[src/rtl/elevator_call_scheduler.sv]
// SCAN elevator call scheduler: latches floor calls and sequences IDLE/MOVE/DOOR with one shared cycle timer.
// Optional door hold input is compiled in when ELEVATOR_DOOR_HOLD_EN is defined.
module elevator_call_scheduler #(
    parameter int FLOORS        = 4,
    parameter int FLOOR_W       = 2,
    parameter int TRAVEL_CYCLES = 50_000_000,
    parameter int DOOR_CYCLES   = 100_000_000
) (
    input  logic               clk,
    input  logic               reset_n,
    input  logic [FLOORS-1:0]  call_pulse,
`ifdef ELEVATOR_DOOR_HOLD_EN
    input  logic               door_hold,
`endif
    output logic [FLOOR_W-1:0] cur_floor,
    output logic [FLOORS-1:0]  pending,
    output logic               dir_up,
    output logic               moving,
    output logic               door_open,
    output logic               arrive
);

    localparam int MAX_CYC = (TRAVEL_CYCLES > DOOR_CYCLES) ? TRAVEL_CYCLES : DOOR_CYCLES;
    localparam int TIMER_W = (MAX_CYC > 2) ? $clog2(MAX_CYC) : 1;
    localparam logic [TIMER_W-1:0] TRAVEL_LAST = TIMER_W'(TRAVEL_CYCLES - 1);
    localparam logic [TIMER_W-1:0] DOOR_LAST   = TIMER_W'(DOOR_CYCLES - 1);

    typedef enum logic [1:0] {
        S_IDLE = 2'd0,
        S_MOVE = 2'd1,
        S_DOOR = 2'd2
    } state_t;

    state_t               r_state;
    logic [FLOOR_W-1:0]   r_floor;
    logic [FLOORS-1:0]    r_pending;
    logic                 r_dir_up;
    logic                 r_moving;
    logic                 r_door;
    logic                 r_arrive;
    logic [TIMER_W-1:0]   r_timer;

    state_t               w_state_nxt;
    logic [FLOOR_W-1:0]   w_floor_nxt;
    logic [FLOORS-1:0]    w_pend_nxt;
    logic                 w_dir_nxt;
    logic                 w_arrive_nxt;
    logic [TIMER_W-1:0]   w_timer_nxt;
    logic [FLOOR_W-1:0]   w_step_floor;
    logic                 w_above;
    logic                 w_below;
    logic                 w_here;
    logic                 w_hold;

    assign cur_floor = r_floor;
    assign pending   = r_pending;
    assign dir_up    = r_dir_up;
    assign moving    = r_moving;
    assign door_open = r_door;
    assign arrive    = r_arrive;

`ifdef ELEVATOR_DOOR_HOLD_EN
    assign w_hold = door_hold;
`else
    assign w_hold = 1'b0;
`endif

    assign w_here       = r_pending[r_floor] | call_pulse[r_floor];
    assign w_step_floor = r_dir_up ? (r_floor + FLOOR_W'(1)) : (r_floor - FLOOR_W'(1));

    always_comb begin
        w_above = 1'b0;
        w_below = 1'b0;
        for (int i = 0; i < FLOORS; i++) begin
            if (r_pending[i] && (i > int'(r_floor))) w_above = 1'b1;
            if (r_pending[i] && (i < int'(r_floor))) w_below = 1'b1;
        end
    end

    always_comb begin
        w_state_nxt  = r_state;
        w_floor_nxt  = r_floor;
        w_pend_nxt   = r_pending | call_pulse;
        w_dir_nxt    = r_dir_up;
        w_arrive_nxt = 1'b0;
        w_timer_nxt  = r_timer;

        unique case (r_state)
            S_IDLE: begin
                w_timer_nxt = '0;
                if (w_here) begin
                    w_state_nxt         = S_DOOR;
                    w_pend_nxt[r_floor] = 1'b0;
                end else if (r_dir_up && w_above) begin
                    w_state_nxt = S_MOVE;
                end else if (!r_dir_up && w_below) begin
                    w_state_nxt = S_MOVE;
                end else if (w_above) begin
                    w_dir_nxt   = 1'b1;
                    w_state_nxt = S_MOVE;
                end else if (w_below) begin
                    w_dir_nxt   = 1'b0;
                    w_state_nxt = S_MOVE;
                end
            end

            S_MOVE: begin
                if (r_timer == TRAVEL_LAST) begin
                    w_timer_nxt  = '0;
                    w_floor_nxt  = w_step_floor;
                    w_arrive_nxt = 1'b1;
                    // Stop test sees calls pressed in this very cycle for the floor being reached.
                    if (w_pend_nxt[w_step_floor]) begin
                        w_state_nxt              = S_DOOR;
                        w_pend_nxt[w_step_floor] = 1'b0;
                    end
                end else begin
                    w_timer_nxt = r_timer + TIMER_W'(1);
                end
            end

            S_DOOR: begin
                if (call_pulse[r_floor]) begin
                    w_timer_nxt         = '0;
                    w_pend_nxt[r_floor] = 1'b0;
                end else if (w_hold) begin
                    w_timer_nxt = '0;
                end else if (r_timer == DOOR_LAST) begin
                    w_timer_nxt = '0;
                    w_state_nxt = S_IDLE;
                end else begin
                    w_timer_nxt = r_timer + TIMER_W'(1);
                end
            end

            default: begin
                w_state_nxt = S_IDLE;
                w_timer_nxt = '0;
            end
        endcase
    end

    always_ff @(posedge clk or negedge reset_n) begin
        if (!reset_n) begin
            r_state   <= S_IDLE;
            r_floor   <= '0;
            r_pending <= '0;
            r_dir_up  <= 1'b1;
            r_moving  <= 1'b0;
            r_door    <= 1'b0;
            r_arrive  <= 1'b0;
            r_timer   <= '0;
        end else begin
            r_state   <= w_state_nxt;
            r_floor   <= w_floor_nxt;
            r_pending <= w_pend_nxt;
            r_dir_up  <= w_dir_nxt;
            r_moving  <= (w_state_nxt == S_MOVE);
            r_door    <= (w_state_nxt == S_DOOR);
            r_arrive  <= w_arrive_nxt;
            r_timer   <= w_timer_nxt;
        end
    end

    // SCAN keeps a call ahead of the car, so a step off either end of the shaft is a logic bug.
    always @(posedge clk) begin
        if (reset_n && (r_state == S_MOVE) && (r_timer == TRAVEL_LAST)) begin
            assert (r_dir_up ? (int'(r_floor) < FLOORS - 1) : (r_floor != '0));
            assert (r_dir_up ? w_above : w_below);
        end
    end

endmodule
[config.mk]
export PLATFORM = sky130hd
export DESIGN_NAME = elevator_call_scheduler
export DESIGN_NICKNAME = d
export VERILOG_FILES = /design/src/rtl/elevator_call_scheduler.sv
export SDC_FILE = /design/constraint.sdc
export NUM_CORES = 1
export LEC_CHECK = 0
export BUFFER_PORTS_ARGS = -buffer_cell sky130_fd_sc_hd__buf_2
export CORE_ASPECT_RATIO = 1.75
export CORE_MARGIN = 1.5
export CORE_UTILIZATION = 35
export DETAILED_ROUTE_END_ITERATION = 16
export SLEW_MARGIN = 25
export SYNTH_ARGS = -nofsm -noshare
export SYNTH_HDL_FRONTEND = slang
export SYNTH_SLANG_ARGS = --single-unit
[constraint.sdc]
create_clock -name clk -period 3.8 [get_ports clk]
set_input_delay 0.19 -clock clk [delete_from_list [all_inputs] [get_ports clk]]
set_output_delay 0.19 -clock clk [all_outputs]
set_load 0.01 [all_outputs]
==> impl_metrics.toml <==
[power_and_ir_drop]
leakagePower_nw = 1.02
ir_drop_uv = 128
total_power_mw = 0.764
p_per_area_mw_per_mm2 = 312

[synth]
ys_ff_latch = 39
seq_area_frac_synth_pct = 44.6
syn_area_mm2 = 0.00219
synthCells = 231
avgSynthCellArea_um2 = 9.48
syn_nets = 248
yosys_warnings = 0
synth.distinct_cells = 35

[setup_path]
crit_path_max_fanout = 13
critical_path.endpoint_type = "flop"
regToRegSetupSlack_ps = 600
worst-r2r-cell-count = 8
arrival_ps = 3370
critPathKind = "reg -> reg"
rr_endpoint = "pending[0]$_DFF_PN0_"
worstPathRequired_ps = 3980
r2r-start = "cur_floor[0]$_DFFE_PN0P_"
crit_path_start_kind = "flop"

[cts]
cts_sinks = 39
clockRootBuffer = "clkbuf_8"
cts_tree = "done"
ctsHoldBuffers = 0
numCtsBuffers = 5
clkLatencyLatePin_ps = 300
clock_path_buffers = 2
clock_tree.htree_level_count = 2
cts.clk_slew.worst_paths_ps = 80
post-cts-setup-buffer-count = 0
cts_resized = 0

[route]
wl_per_cell_um = 13.8
postRouteWirelength_um = 4560
via_per_inst = 5.04
drt_iter0_drc = 59
drc = 0
vias = 1664
ant_nets = 0
drt-pass1-iter-count = 4

[timing]
holdWs_ps = -5.81
min_period_ps = 3200
relSlewSlack_pct = 42.2
max_freq_mhz = 313
max_slew.worst_pin.slew_ps = 867
clock_skew_ps = 6.41
slew_viol_final = 0
setup_viol = 0
finalSetupTns_ps = 0
rsz0062_at_grt = "false"
hold_viol = 4
final.period_utilization_pct = 84.2

[cells_and_area]
final_nets = 266
final.fill_count = 598
area_delta_synth_final_pct = 11.9
antenna_cells = 0
final_cell_mix = "nor2_1 (46), dfrtp_1 (38), xnor2_1 (17)"
layout_commonest_cell = "nor2_1"
drive_gt1_share_pct = 13.2

[global_route]
grt_first_pass_wirelength_um = 7850
grt_antenna_before_repair = 0
grt_remaining_overflow = 0
gr-usage-all-layers_pct = 15.0
grt_max_degree = 40
grt_pass1_vias = 1675

[die]
die_area_mm2 = 0.00676
die_h_um = 108
core-area_mm2 = 0.00613
io_pins = 16
dieWidth_um = 62.8
initial_utilization_pct = 35.7
rows = 38

[placed_design]
port_buffers = 15
hpwl_um = 3450
place.gp.congestion = 0.769

[hold_path]
hp-class = "in -> async"

[run_status]
violations = "hold timing"
status = "complete, but fails checks"

[run]
maxCapViolations = 0
[cells in the mapped netlist (all sizes together)]
master,n,area [um^2]
xnor2,17,149
buf,3,15.0
clkbuf,1,3.75
a211oi,1,7.51
and4,3,26.3
nand3,12,60.1
or2,2,12.5
nor2,46,173
and3b,1,8.76
a221oi,2,17.5
ha,11,138
xor2,11,96.3
nand4,8,50.1
and2,4,25.0
nor4b,1,8.76
inv,14,52.6
nor3,5,25.0
a21bo,1,10.0
dfstp,1,26.3
o31ai,1,7.51
nand2,12,45.0
or4b,1,13.8
o41ai,1,8.76
nor4,1,6.26
and3,2,12.5
mux4,3,67.6
a21oi,13,68.8
or4,1,7.51
o21a,2,15.0
dfrtp,38,951
nor2b,3,18.8
o21ai,4,20.0
nor3b,5,42.5
[cell families after synthesis]
kind of cell	synth area share, %
and+or+nand+nor	24.5
DFF	44.6
xor gates and xnor gates	11.2
AOI/OAI and AO/OA	7.09
buffers and inverters	3.26
adders and majority gates	6.29
muxes	3.09
[metrics by stage]
stage	hold slack, ps	setup WS [ps]	cells	utilization [%]	cell area (um^2)
floorplan	-106	710	231	-	2190
global placement	354	689	322	38.2	2350
detailed placement	358	606	322	38.2	2350
CTS	29.6	593	330	39.9	2450
global route	69.3	369	330	39.9	2450
finish	-5.81	602	330	39.9	2450
[state kept, by name (all words and copies together), names as in the netlist]
name / flops
door_open: 1
r_timer: 27
moving: 1
dir_up: 1
pending: 4
r_state: 2
cur_floor: 2
arrive: 1
[worst max-delay path: stages, from the launching register on]
cell	delay [ps]
dfrtp_1	620
inv_1	150
ha_1	360
xnor2_1	310
mux4_2	560
or4b_4	510
a21oi_2	160
nor3b_2	300
a21oi_1	110
[per-layer routing]
metal / part of all wire (%) / vias to the layer above / track usage (%)
met2: 56 / 28 / 28.3
li1: - / 818 / -
met3: 2.5 / 14 / 2.82
met5: 0 / - / 0
met4: 4.1 / 0 / 9.05
met1: 38 / 804 / 14.9
[area by class of cell]
| class | instances | area, um^2 | area share (%) |
|---|---|---|---|
| Clock inverter | 1 | 7.51 | 0.306 |
| Multi-Input combinational cell | 174 | 1140 | 46.6 |
| Timing Repair Buffer | 15 | 75.1 | 3.06 |
| Tap cell | 80 | 100 | 4.09 |
| Sequential cell | 39 | 977 | 39.9 |
| Clock buffer | 7 | 96.3 | 3.93 |
| Inverter | 14 | 52.6 | 2.15 |
[worst max-delay path by stage]
stage                                        start              endpoint  slack [ps]  depth (start not counted)
after floorplan           cur_floor[0]$_DFFE_PN0P_  pending[0]$_DFF_PN0_         710                          9
after global placement    cur_floor[0]$_DFFE_PN0P_  pending[0]$_DFF_PN0_         690                          8
after detailed placement  cur_floor[0]$_DFFE_PN0P_  pending[0]$_DFF_PN0_         610                          8
after CTS                 cur_floor[0]$_DFFE_PN0P_  pending[0]$_DFF_PN0_         590                          8
after global routing      cur_floor[0]$_DFFE_PN0P_  pending[0]$_DFF_PN0_         370                          8
final                     cur_floor[0]$_DFFE_PN0P_  pending[0]$_DFF_PN0_         600                          8
[report_power, final]
group / internal (mW) / switching, mW / leakage (nW)
sequential: 0.418 / 0.00356 / 0.511
clock: 0.165 / 0.150 / 0.0505
combinational: 0.00829 / 0.0200 / 0.461
(Power assumes the default switching activity.)
